===== src/rtl/div_pkg.sv =====
// Shared definitions for the 512-by-256 restoring divider.
// Holds the default operand widths, the iteration count and the FSM state encoding.
package div_pkg;

    // Dividend / quotient width.
    localparam int DIV_DW = 512;
    // Divisor / remainder width.
    localparam int DIV_VW = 256;
    // Iteration counter width; 2**DIV_CW must cover DIV_DW iterations.
    localparam int DIV_CW = 10;
    // One quotient bit is produced per iteration.
    localparam int DIV_ITERS = DIV_DW;

    // Divider control states.
    typedef enum logic [1:0] {
        S_IDLE  = 2'd0,
        S_INIT  = 2'd1,
        S_ITER  = 2'd2,
        S_FINAL = 2'd3
    } div_state_t;

endpackage : div_pkg


===== src/rtl/div_step.sv =====
// One radix-2 restoring division step (purely combinational).
// Shifts the next dividend bit into the partial remainder and subtracts the
// divisor when it fits, producing one quotient bit.
module div_step #(
    parameter int VW = 256
) (
    input  logic [VW:0]   rem,
    input  logic          din,
    input  logic [VW-1:0] b,
    output logic [VW:0]   rem_next,
    output logic          qbit
);

    logic [VW:0] t_s;
    logic [VW:0] bx_s;
    // The top remainder bit is shifted out by every step; it never reaches t_s.
    logic        unused_rem_top_s;

    assign unused_rem_top_s = rem[VW];

    // Shift in the next dividend bit, then restore or subtract.
    always_comb begin
        t_s      = {rem[VW-1:0], din};
        bx_s     = {1'b0, b};
        rem_next = t_s;
        qbit     = 1'b0;
        if (t_s >= bx_s) begin
            rem_next = t_s - bx_s;
            qbit     = 1'b1;
        end else begin
            rem_next = t_s;
            qbit     = 1'b0;
        end
    end

endmodule : div_step


===== src/rtl/div512by256.sv =====
// Multi-cycle unsigned divider: DW-bit dividend by VW-bit divisor, radix-2
// restoring, one quotient bit per clock. start doubles as an asynchronous
// active-low clear; a new operation needs start low then high again.
// Optional build macro DIV_ZERO_DETECT_EN adds the dz output and a one-cycle
// shortcut for a zero divisor.
module div512by256
    import div_pkg::*;
#(
    parameter int DW = DIV_DW,
    parameter int VW = DIV_VW,
    parameter int CW = DIV_CW
) (
    input  logic          clk,
    input  logic          start,
    input  logic [DW-1:0] A,
    input  logic [VW-1:0] B,
    output logic          busy,
    output logic [DW-1:0] Q,
`ifdef DIV_ZERO_DETECT_EN
    output logic [VW-1:0] R,
    output logic          dz
`else
    output logic [VW-1:0] R
`endif
);

    div_state_t    state_r;
    div_state_t    state_s;
    logic          busy_r;
    logic          busy_s;
    // Q register doubles as the dividend shift register while iterating.
    logic [DW-1:0] q_r;
    logic [DW-1:0] q_s;
    logic [VW-1:0] r_r;
    logic [VW-1:0] r_s;
    // Partial remainder carries one extra bit so the compare cannot overflow.
    logic [VW:0]   rem_r;
    logic [VW:0]   rem_s;
    logic [CW-1:0] cnt_r;
    logic [CW-1:0] cnt_s;
    logic [VW:0]   step_rem_s;
    logic          step_qbit_s;
`ifdef DIV_ZERO_DETECT_EN
    logic          dz_r;
    logic          dz_s;
`endif

    div_step #(
        .VW(VW)
    ) u_step (
        .rem      (rem_r),
        .din      (q_r[DW-1]),
        .b        (B),
        .rem_next (step_rem_s),
        .qbit     (step_qbit_s)
    );

    // Next-state and datapath update for every control state.
    always_comb begin
        state_s = state_r;
        busy_s  = busy_r;
        q_s     = q_r;
        r_s     = r_r;
        rem_s   = rem_r;
        cnt_s   = cnt_r;
`ifdef DIV_ZERO_DETECT_EN
        dz_s    = dz_r;
`endif
        case (state_r)
            // Any edge seen outside reset means start is high: load operands.
            S_IDLE, S_INIT: begin
                busy_s  = 1'b1;
                q_s     = A;
                rem_s   = {(VW+1){1'b0}};
                cnt_s   = {CW{1'b0}};
                state_s = S_ITER;
`ifdef DIV_ZERO_DETECT_EN
                if (B == {VW{1'b0}}) begin
                    // Same answer the full iteration would give, in one cycle.
                    dz_s    = 1'b1;
                    q_s     = {DW{1'b1}};
                    r_s     = A[VW-1:0];
                    rem_s   = {1'b0, A[VW-1:0]};
                    state_s = S_FINAL;
                end else begin
                    dz_s    = 1'b0;
                end
`endif
            end
            S_ITER: begin
                rem_s = step_rem_s;
                q_s   = {q_r[DW-2:0], step_qbit_s};
                cnt_s = cnt_r + CW'(1'b1);
                if (cnt_r == CW'(DW - 1)) begin
                    state_s = S_FINAL;
                end else begin
                    state_s = S_ITER;
                end
            end
            // Publish the remainder and hold until start is dropped.
            S_FINAL: begin
                busy_s  = 1'b0;
                r_s     = rem_r[VW-1:0];
                state_s = S_FINAL;
            end
            default: begin
                busy_s  = 1'b0;
                state_s = S_IDLE;
            end
        endcase
    end

    // State and datapath registers; start low clears everything immediately.
    always_ff @(posedge clk or negedge start) begin
        if (!start) begin
            state_r <= S_IDLE;
            busy_r  <= 1'b0;
            q_r     <= {DW{1'b0}};
            r_r     <= {VW{1'b0}};
            rem_r   <= {(VW+1){1'b0}};
            cnt_r   <= {CW{1'b0}};
`ifdef DIV_ZERO_DETECT_EN
            dz_r    <= 1'b0;
`endif
        end else begin
            state_r <= state_s;
            busy_r  <= busy_s;
            q_r     <= q_s;
            r_r     <= r_s;
            rem_r   <= rem_s;
            cnt_r   <= cnt_s;
`ifdef DIV_ZERO_DETECT_EN
            dz_r    <= dz_s;
`endif
        end
    end

    assign busy = busy_r;
    assign Q    = q_r;
    assign R    = r_r;
`ifdef DIV_ZERO_DETECT_EN
    assign dz   = dz_r;
`endif

endmodule : div512by256


===== config.mk =====
export PLATFORM = sky130hd
export DESIGN_NAME = div512by256
export DESIGN_NICKNAME = d
export VERILOG_FILES = /design/src/rtl/div_pkg.sv /design/src/rtl/div_step.sv /design/src/rtl/div512by256.sv
export SDC_FILE = /design/constraint.sdc
export NUM_CORES = 2
export LEC_CHECK = 0
export ABC_AREA = 1
export CORE_AREA = 2 2 608 610
export DETAILED_ROUTE_END_ITERATION = 8
export DIE_AREA = 0 0 610 612
export RECOVER_POWER = 100
export SLEW_MARGIN = 30
export SYNTH_ARGS = -nofsm -noshare
export SYNTH_HDL_FRONTEND = slang
export SYNTH_SLANG_ARGS = --single-unit

===== constraint.sdc =====
create_clock -name clk -period 4.65 [get_ports clk]
set_input_delay 1.395 -clock clk [delete_from_list [all_inputs] [get_ports clk]]
set_output_delay 1.395 -clock clk [all_outputs]
set_load 0.01 [all_outputs]

==> impl_metrics.env <==
export IMPL_power_w=0.0598
export IMPL_root_buffer="clkbuf_16"
export IMPL_ys_async_sr_fraction=1.00
export IMPL_cpPeakStageDelay_ns=0.61
export IMPL_worstSetupPathType="in -> reg"
export IMPL_leakagePower_nw=68.0
export IMPL_synth_fp_nets=13784
export IMPL_cts_buffers=140
export IMPL_gp_congestion=1.12
export IMPL_antenna_found_initial=200
export IMPL_routed_via_density=4.51
export IMPL_maxCapViolations=5
export IMPL_synth_edff_count=0
export IMPL_seq_area_um2=25900
export IMPL_ioPinCount=1539
export IMPL_syn_to_final_growth_pct=55.2
export IMPL_hp_class="reg -> reg"
export IMPL_slowest_stage="clkdlybuf4s50_1"
export IMPL_grtUsageTotal=0.333
export IMPL_syn_avg_cell_area_um2=6.08
export IMPL_start_util=0.211
export IMPL_drc=0
export IMPL_wire_per_inst_um=30.2
export IMPL_tightestPinTransition_ns=4.01
export IMPL_ys_types=43
export IMPL_cp_end_kind="flip-flop"
export IMPL_slew_violations=379
export IMPL_row_count=223
export IMPL_relSlewSlack=-1.67
export IMPL_fillers=40904
export IMPL_ys_flop_type="dfrtp_1"
export IMPL_r2r_slack_ns=0.12
export IMPL_cts_max_path_buffers=4
export IMPL_postCtsHoldBufs=0
export IMPL_grt_pass1_vias=94455
export IMPL_yosys_register_bits=1037
export IMPL_multi_input_area_um2=39700
export IMPL_overflow=0
export IMPL_insertion_delay_ns=0.90
export IMPL_yosysSeqAreaShare=0.335
export IMPL_arrival_ns=5.31
export IMPL_h_tree_depth=4
export IMPL_nets=17257
export IMPL_cp_max_fo=9
export IMPL_finalCritPeriodShare=0.990
export IMPL_min_period_ns=4.60
export IMPL_outcome="finished with violations"
export IMPL_fin_skew_ns=0.0998
export IMPL_violations="capacitance limit, slew limit"
export IMPL_vias=95812
export IMPL_synthesis_area_um2=77600
export IMPL_grt_pass1_wl_um=837000
export IMPL_die_area_um2=373000
export IMPL_rsz0062_at_grt="false"
export IMPL_die_width_um=610
export IMPL_final_util=0.328
export IMPL_coreArea_um2=367000
export IMPL_finalSetupViolations=0
export IMPL_grt_start_max_net_pins=168
export IMPL_crit_path_frequent_cell="nand2_1"
export IMPL_design_area_um2=120000
export IMPL_dr_pass1_iters=8
export IMPL_dp_hpwl_um=566000
export IMPL_critPathBufInv=11
export IMPL_finalHoldViolCount=0
export IMPL_io_buffer_count=1538
export IMPL_clk_pin_slew_ns=0.06
export IMPL_max_vdd_ir_drop_v=0.000294
export IMPL_start_kind="primary input"
export IMPL_clock_sinks=1037
export IMPL_cp_top_family="buffers and inverters"
export IMPL_drtIter0Drc=8622
export IMPL_ys_warn_count=0
export IMPL_wl_um=641000
export IMPL_final_layout_size_suffix_gt1_frac=0.148
export IMPL_placed_area_um2=116000
export IMPL_fmax_ghz=0.217
export IMPL_die_h_um=612
export IMPL_power_density_nw_per_um2=497
export IMPL_crit_required_ns=5.36
export IMPL_cts_tree="done"
export IMPL_ant_nets=0
export IMPL_post_synth_inst_count=12756
-- Yosys cell counts (2+ instances only) --
cell / number / area [um^2]
nand2_1: 5878 / 22100
inv_1: 2767 / 10400
dfrtp_1: 1037 / 25900
nor2_1: 675 / 2530
nand3_1: 494 / 2470
o221ai_1: 284 / 2490
ha_1: 257 / 3220
clkbuf_1: 237 / 890
nand3b_1: 218 / 1640
a21oi_1: 197 / 986
o211ai_1: 196 / 1470
xnor2_1: 126 / 1100
o21ai_0: 53 / 265
nor3_1: 51 / 255
buf_2: 44 / 220
nand4_1: 37 / 231
inv_2: 30 / 113
nor4_1: 30 / 188
nor2_2: 24 / 150
buf_1: 23 / 86.3
buf_6: 20 / 225
and2_1: 16 / 100
nand3_2: 12 / 120
nand2_2: 10 / 62.6
o21a_1: 8 / 60.1
o21bai_1: 7 / 52.6
buf_4: 6 / 45.0
clkinv_1: 2 / 7.51
nor2_4: 2 / 22.5
or2_2: 2 / 12.5
-- worst register-to-register path: cells and delay by family (launching register included) --
kind	cells	cell delay, ns
flops	1	0.50
buf+inv	2	2.63
compound gates	1	0.45
simple gates	1	0.79
-- through the flow --
stage / hold WS (ns) / setup slack (ns) / cells / setup TNS, ns
2_1_floorplan: 0.478 / 1.17 / 12756 / 0
3_3_place_gp: 0.463 / -1.14 / 20921 / -269.25
3_5_place_dp: 0.465 / -1.18 / 20921 / -280.08
4_1_cts: 0.482 / 0.0714 / 21164 / 0
5_1_grt: 0.487 / 0.00618 / 21210 / 0
6_report: 0.472 / 0.0482 / 21252 / 0
-- cell usage in the layout (no fill, tap or decap), drive strengths merged, types with 16 or more instances in the layout --
cell type / Yosys / layout
clkbuf: 237 / 249
ha: 257 / 257
and2: 16 / 16
nor2: 701 / 701
nand2: 5889 / 5889
a21oi: 197 / 197
clkinv: 2 / 28
nand4: 37 / 37
inv: 2797 / 2806
buf: 95 / 2068
nor3: 53 / 53
dlygate4sd3: 0 / 769
o21ai: 53 / 53
nor4: 31 / 31
clkdlybuf4s50: 0 / 767
diode: 0 / 85
nand3: 506 / 506
xnor2: 126 / 126
dfrtp: 1037 / 1037
o211ai: 196 / 196
nand3b: 218 / 218
o221ai: 284 / 284
-- flip-flops by register name (all words and copies together), names as in the netlist --
signal   cells
R          256
Q          512
cnt_r       10
state_r      2
busy         1
rem_r      256
-- layer usage --
metal | vias to the layer above | track usage | wire length [um]
li1 | 45435 | - | -
met1 | 45535 | 0.374 | 243000
met2 | 3562 | 0.559 | 300000
met3 | 1154 | 0.0611 | 38400
met4 | 126 | 0.255 | 59000
met5 | - | 0 | 810
-- logic make-up (layout without fill, tap and decap cells) --
kind of cell	after synthesis	in the layout	share of synthesized area
compound gates	749	749	0.0691
xor+xnor	127	127	0.0143
fa+ha+maj	258	258	0.0417
buf+inv	3131	6705	0.155
flops	1037	1037	0.335
other cells	1	86	0.0000483
simple gates	7453	7453	0.385
-- worst paths after layout --
check / start / endpoint / cells after the start
hold reg to reg: R[123]$_DFFE_PN0P_ / R[123]$_DFFE_PN0P_ / 2
hold / removal: R[123]$_DFFE_PN0P_ / R[123]$_DFFE_PN0P_ / 2
min in group asynchronous: start / R[81]$_DFFE_PN0P_ / 1
setup / recovery: B[191] / rem_r[222]$_DFFE_PN0P_ / 25
max in group asynchronous: start / R[232]$_DFFE_PN0P_ / 3
setup reg to reg: state_r[1]$_DFF_PN0_ / Q[91]$_DFFE_PN0P_ / 4
-- power breakdown --
| part | switching [W] | internal [W] |
|---|---|---|
| clock network | 0.00493 | 0.00674 |
| registers | 0.00135 | 0.0103 |
| logic | 0.0221 | 0.0144 |
-- repair_timing --
item	in CTS	in global routing
endpoints found under the setup margin	255	120
setup buffers	0	2
endpoints found under the hold margin	0	0
pin swaps	0	2
cloned	0	0
resized for setup	3	10
-- cell type report --
cell class,instances,share of cell area
multi-input cells,8588,0.330
diodes,85,0.00177
clock buffers,191,0.0334
repair buffers,3663,0.276
inverters,2799,0.0875
well taps,4837,0.0503
clock inverters,52,0.00618
flip-flops and latches,1037,0.216
Note: power is estimated with default switching activity, not from simulation.
